==> src/rtl/adder_sum_fifo.sv <==
`default_nettype none
// ============================================================================
// Module   : adder_sum_fifo
// Purpose  : Capture stage for the registered adder. Buffers each valid sum in
//            a first-word-fall-through FIFO and presents it on a valid/ready
//            stream. Also keeps a wrapping running total of accepted sums and
//            a saturating count of sums dropped because the FIFO was full.
// Ports    : clk        - clock, rising edge active
//            rst        - asynchronous active-high reset
//            in_valid   - in_sum carries a new adder result
//            in_sum     - adder result, WIDTH+1 bits
//            out_valid  - FIFO head is valid
//            out_data   - FIFO head entry (combinational read)
//            out_ready  - consumer accepts the head
//            full       - FIFO holds DEPTH entries
//            empty      - FIFO holds no entries
//            count      - current occupancy
//            acc_total  - running sum of accepted entries, modulo 2^ACC_W
//            drop_cnt   - rejected pushes, saturating at 255
// Revision : 1.0 - initial release
// ============================================================================
module adder_sum_fifo #(
  parameter int WIDTH = 8,
  parameter int DEPTH = 8,
  parameter int ACC_W = 16
) (
  input  logic                       clk,
  input  logic                       rst,
  input  logic                       in_valid,
  input  logic [WIDTH:0]             in_sum,
  output logic                       out_valid,
  output logic [WIDTH:0]             out_data,
  input  logic                       out_ready,
  output logic                       full,
  output logic                       empty,
  output logic [$clog2(DEPTH):0]     count,
  output logic [ACC_W-1:0]           acc_total,
  output logic [7:0]                 drop_cnt
);

  localparam int C_AW = $clog2(DEPTH);
  localparam int C_CW = C_AW + 1;

  // Storage is deliberately left out of reset; occupancy alone decides
  // which entries are meaningful.
  logic [WIDTH:0]    r_mem [DEPTH];
  logic [C_AW-1:0]   r_wr_ptr;
  logic [C_AW-1:0]   r_rd_ptr;
  logic [C_CW-1:0]   r_count;
  logic [ACC_W-1:0]  r_acc;
  logic [7:0]        r_drop;

  logic              w_empty;
  logic              w_full;
  logic              w_pop;
  logic              w_push;
  logic              w_drop;

  assign w_empty = (r_count == '0);
  assign w_full  = (r_count == C_CW'(DEPTH));

  // A full FIFO still accepts a push when the head leaves in the same cycle,
  // which keeps sustained one-in/one-out throughput at full occupancy.
  assign w_pop   = !w_empty && out_ready;
  assign w_push  = in_valid && (!w_full || w_pop);
  assign w_drop  = in_valid && !w_push;

  always_ff @(posedge clk) begin
    if (w_push) begin
      r_mem[r_wr_ptr] <= in_sum;
    end
  end

  always_ff @(posedge clk or posedge rst) begin
    if (rst) begin
      r_wr_ptr <= '0;
      r_rd_ptr <= '0;
      r_count  <= '0;
      r_acc    <= '0;
      r_drop   <= '0;
    end else begin
      if (w_push) begin
        r_wr_ptr <= r_wr_ptr + 1'b1;
        r_acc    <= r_acc + ACC_W'(in_sum);
      end
      if (w_pop) begin
        r_rd_ptr <= r_rd_ptr + 1'b1;
      end
      if (w_push && !w_pop) begin
        r_count <= r_count + 1'b1;
      end else if (w_pop && !w_push) begin
        r_count <= r_count - 1'b1;
      end
      if (w_drop && (r_drop != 8'hFF)) begin
        r_drop <= r_drop + 8'd1;
      end
    end
  end

  assign out_valid = !w_empty;
  assign out_data  = r_mem[r_rd_ptr];
  assign full      = w_full;
  assign empty     = w_empty;
  assign count     = r_count;
  assign acc_total = r_acc;
  assign drop_cnt  = r_drop;

endmodule
`default_nettype wire

==> config.mk <==
export PLATFORM = sky130hd
export DESIGN_NAME = adder_sum_fifo
export DESIGN_NICKNAME = d
export VERILOG_FILES = /design/src/rtl/adder_sum_fifo.sv
export SDC_FILE = /design/constraint.sdc
export NUM_CORES = 1
export LEC_CHECK = 0
export CORE_ASPECT_RATIO = 0.5
export CORE_MARGIN = 4
export CORE_UTILIZATION = 60
export CTS_BUF_LIST = sky130_fd_sc_hd__clkbuf_8 sky130_fd_sc_hd__clkbuf_16
export DETAILED_ROUTE_END_ITERATION = 7
export DONT_BUFFER_PORTS = 1
export PLACE_DENSITY_LB_ADDON = 0.08
export SLEW_MARGIN = 30
export SYNTH_ARGS = -nofsm -noshare
export SYNTH_HDL_FRONTEND = slang
export SYNTH_SLANG_ARGS = --single-unit
==> constraint.sdc <==
create_clock -name clk -period 3.2 [get_ports clk]
set_clock_uncertainty 0.15 [all_clocks]
set_input_delay 0.64 -clock clk [delete_from_list [all_inputs] [get_ports clk]]
set_output_delay 0.64 -clock clk [all_outputs]
set_load 0.05 [all_outputs]
# After elaboration in Yosys (flattened, before gate mapping)
# Memory sizes are Yosys's and may differ from the RTL's.
# Index checks and enable logic that the tools add are counted.
# classes
n_addsub	6
n_eq_ne	2
muxes	4
reduce_logical	13
# op_table
cell	count
$add 16x9->16	1
$add 8x1->8 const B	1
$mux 4	2
$ne 8x8->1 const B	1
$add 3x1->3 const B	2
$logic_and 1x1->1	6
$add 4x1->4 const B	1
$eq 4x4->1 const B	1
$logic_not 1->1	4
$logic_not 4->1	1
$sub 4x1->4 const B	1
$mux 1	2
$reduce_bool 2->1	1
$logic_or 1x1->1	1
# word_totals
ff_bits	34
ram_bits	72
in_bits	13
output_inout_bits	40
elab_cells	31
n_memories	1
# mem_list
name	words	word_bits	read_ports	rd_clocked_by_memory_dff	write_ports	line	rtl
r_mem	8	9	1	0	1	46	logic [WIDTH:0] r_mem [DEPTH];

# Logic depth before layout (Yosys ltp)
# depth
depth_word	9
mapped_depth	11
ltp_nobuf	11

# Worst setup path after synthesis
# No wires, ideal clock.
# synth_timing
path_kind	reg2reg
startpoint	register r_count[0] (netlist: count[0])
endpoint	register r_count[3] (netlist: count[3])
setup_ns	0.144
arrival_ns	2.975
t_required_ns	2.906
setup_slack_ns	-0.069
path_stages_with_launch	12
period_less_slack_ns	3.269
cell_sequence	dfrtp_1 or4b_4 o21ai_1 clkinv_1 ha_1 inv_1 ha_1 a21o_2 a21oi_1 xnor2_1 nor2_1 xor2_1
# synth_via
elab_chain_len	8
word_cells_on_any_way	16
cone_classes	add/sub (2); eq/ne (1); mux (2); reduce/logical (11)
# synth_lines
element	line	rtl
from (decl)	49	logic [C_CW-1:0] r_count;
from (signal assigned)	90	r_count <= r_count + 1'b1;
from (signal assigned)	92	r_count <= r_count - 1'b1;
$logic_not 4->1	59	assign w_empty = (r_count == '0);
$logic_not 1->1	64	assign w_pop = !w_empty && out_ready;
$logic_and 1x1->1	64	
$logic_or 1x1->1 *	65	assign w_push = in_valid && (!w_full || w_pop);
$logic_and 1x1->1 *	65	
net w_push	56	logic w_push;
$logic_not 1->1	91	end else if (w_pop && !w_push) begin
$logic_and 1x1->1	91	
$reduce_bool 2->1 (no source line)	--	
# Mark *: on every way through the listed nets, which the timed path passes. The rest lies on a longest branch. The select of a mux whose other input is x is not followed.
# A chain may end at the register's enable or synchronous reset.

# Final worst setup path
# layout_timing
startpoint	register r_rd_ptr[0]
endpoint	output out_data[8]
# layout_via
elab_chain_len	1
# layout_lines
element	line	rtl
from (decl)	48	logic [C_AW-1:0] r_rd_ptr;
from (signal assigned)	87	r_rd_ptr <= r_rd_ptr + 1'b1;
$mem_v2 8x9	--	
to (decl)	32	output logic [WIDTH:0] out_data,
# No other way between the ends.

==> results by group <==
Cells and area
  • Nets: 345
  • Share of layout cells above drive strength 1: 0.232
  • Final core occ: 0.696
  • Antenna Diode Count: 0
  • Design area: 5160 µm²
  • Synth-to-Final Area Change: 11.7%

Critical path
  • CP endpoint kind: output port
  • Setup Crit Path Kind: reg -> out
  • CP max FO: 18
  • Buffers & Inverters on Critical Path: 1
  • WP data arrival: 2.08 ns
  • Worst path required time: 2.41 ns
  • Crit-path max cell delay: roughly 0.56 ns
  • Startpoint Class: flop
  • R2R cell count: 11
  • Reg2reg setup slack: ~0.37 ns
  • Ordered list of cells on the worst path: buf_4 > mux4_2 > mux2_2
  • Crit path depth: 3
  • Slowest cell on the critical path: mux4_2
  • Worst path top cell family by delay: multiplexers

Synth
  • Synth cell types: 39
  • Cells after Synth: between 200 and 300
  • Post-synth EDFFs: 72
  • Yosys reg bits: 106
  • Main synth FF type: edfxtp_1
  • Cell Area, Synth: 4620 µm²
  • Synth Warn #: 0
  • Cell taking the most area after synthesis: edfxtp_1
  • Count leader, synth: edfxtp_1
  • Sequential share of the synthesized area: 0.653
  • Mapped Nets: approximately 320
  • Post-synth ARST share: 0.321
  • Area contributors post-synth: edfxtp_1 (47%), dfrtp_1 (18%), mux4_2 (8.8%)
  • Yosys top cell area share: 0.468
  • Post-synth top cells: edfxtp_1 (72), dfrtp_1 (34), nand2_1 (27), xnor2_1 (23), mux4_2 (18)
  • Syn Area/Cell: 15.8 µm²

Floorplanning
  • Die Width: 132 µm
  • Core footprint: 7400 µm²
  • Initial Util: 0.623
  • Die area: 9250 µm²
  • Ports: 53
  • Chip height: between 70 and 80 µm
  • Site Rows: 22

Route
  • Routed Antenna Nets: 0
  • Routed WL: 8760 µm
  • DRT iter0 DRCs: 169
  • Initial DRT Pass Iterations: 4
  • DRC errors left: 0
  • WL per Instance: around 21 µm
  • Vias/cell: 5.99
  • DR vias: about 2,500

Pwr
  • Worst IR drop on VDD: 611 µV
  • LEAKAGE: 1.93 nW
  • PD cells: 1060 nW/µm²

Placement
  • I/O Buffers: 0
  • Placed inst area: 4860 µm²
  • Gpl congestion: 0.783
  • Post-DP HPWL: 5980 µm

Hold path
  • Hold Crit Class: in -> async

Timing
  • Period utilization: 0.897
  • Final setup vio count: 0
  • Setup_tns: 0 ns
  • F_max: 348 MHz
  • Worst-Margin Slew: around 0.61 ns
  • Slew Viols, Final: 0
  • Fin crit period: 2.87 ns
  • Final-report hold violation count: 0
  • Hold_ws: approximately 0.065 ns
  • Unrepaired setup endpoints after global routing: false
  • Rel. slew slack: 0.590

Clocking
  • Post-CTS Resized: 0
  • Worst-Skew Late Latency: between 0.3 and 0.4 ns
  • CTS tree: done
  • Clock root cell: clkbuf_16
  • Hold Buf Count CTS: 0
  • Setup Buffers After CTS: 0
  • TritonCTS buffer count: 9
  • H-tree depth: 3
  • Worst-path clk slew: 0.07 ns
  • # clock sinks: 106
  • CTS Buffer Depth: 2

Global routing
  • GRT overflow: 0
  • Initial antenna violation count: 0
  • All-layer global routing usage: 0.206
  • Number of global-route vias before repair: between 2,000 and 3,000
  • First-pass GRT wire length: 14,400 µm
  • Pin count of the biggest net entering global routing: 23

Flow run
  • Max Cap Viol: 0

Outcome
  • Status: finished clean
## cell usage in the layout, fill, tap and decap left out, types with 12 or more instances in the layout
master	n
mux4_2	18
dfrtp_1	31
xnor2_1	23
mux2_2	12
o21ai_0	14
nand2_1	27
buf_4	19
ha_1	15
edfxtp_1	72
## stage by stage
step / total power, W / setup WS (ns) / cells
global placement: 0.00437 / 0.443 / 400
CTS: 0.00554 / 0.284 / 415
detailed placement: 0.00445 / 0.352 / 400
floorplan: 0.00401 / 0.0322 / 292
finish: 0.00549 / 0.330 / 415
global route: 0.00579 / 0.103 / 415
## routing by layer
metal	routed length, µm	track usage	vias to the layer above
li1	-	-	1151
met1	3670	0.277	1250
met2	4310	0.326	83
met3	764	0.0676	2
met4	16	0.0594	0
met5	0	0	-
## path summary, 6_finish.rpt
kind                                          from                       to
setup / recovery           r_rd_ptr[0]$_DFFE_PP0P_              out_data[8]
hold / removal                                 rst  drop_cnt[4]$_DFFE_PP0P_
setup reg to reg              count[0]$_DFFE_PP0P_     count[3]$_DFFE_PP0P_
hold reg to reg               count[3]$_DFFE_PP0P_     count[3]$_DFFE_PP0P_
max in group asynchronous                      rst     count[1]$_DFFE_PP0P_
min in group clk                         in_sum[0]    r_mem[4][0]$_DFFE_PP_
## logic make-up (layout without fill, tap and decap cells)
group / after synthesis / in the layout / share of synthesized area
compound gates: 35 / 35 / 0.0496
xor+xnor: 28 / 28 / 0.0531
fa+ha+maj: 17 / 17 / 0.0493
buf+inv: 16 / 43 / 0.0136
flops: 106 / 106 / 0.653
mux: 30 / 30 / 0.117
simple gates: 60 / 60 / 0.0645
## where the power goes
group | internal (W) | total, W | switching (W)
clock | 0.000605 | 0.00108 | 0.000473
combinational | 0.000778 | 0.00201 | 0.00123
sequential | 0.00177 | 0.00240 | 0.000630
total | 0.00316 | 0.00549 | 0.00233
## final cells by class
class / instances / area [µm²]
clock inverter: 6 / 66.3
fill: 507 / 2250
timing repair buffer: 19 / 143
clock buffer: 9 / 225
tap: 96 / 120
sequential: 106 / 3020
multi-input combinational: 170 / 1550
inverter: 9 / 33.8
## registers in the layout, summed over array words and instances, names as in the netlist
| register | flops |
|---|---|
| r_mem | 72 |
| r_wr_ptr | 3 |
| r_rd_ptr | 3 |
| count | 4 |
| drop_cnt | 8 |
| acc_total | 16 |
No activity file was read; power rests on OpenSTA's default activity.
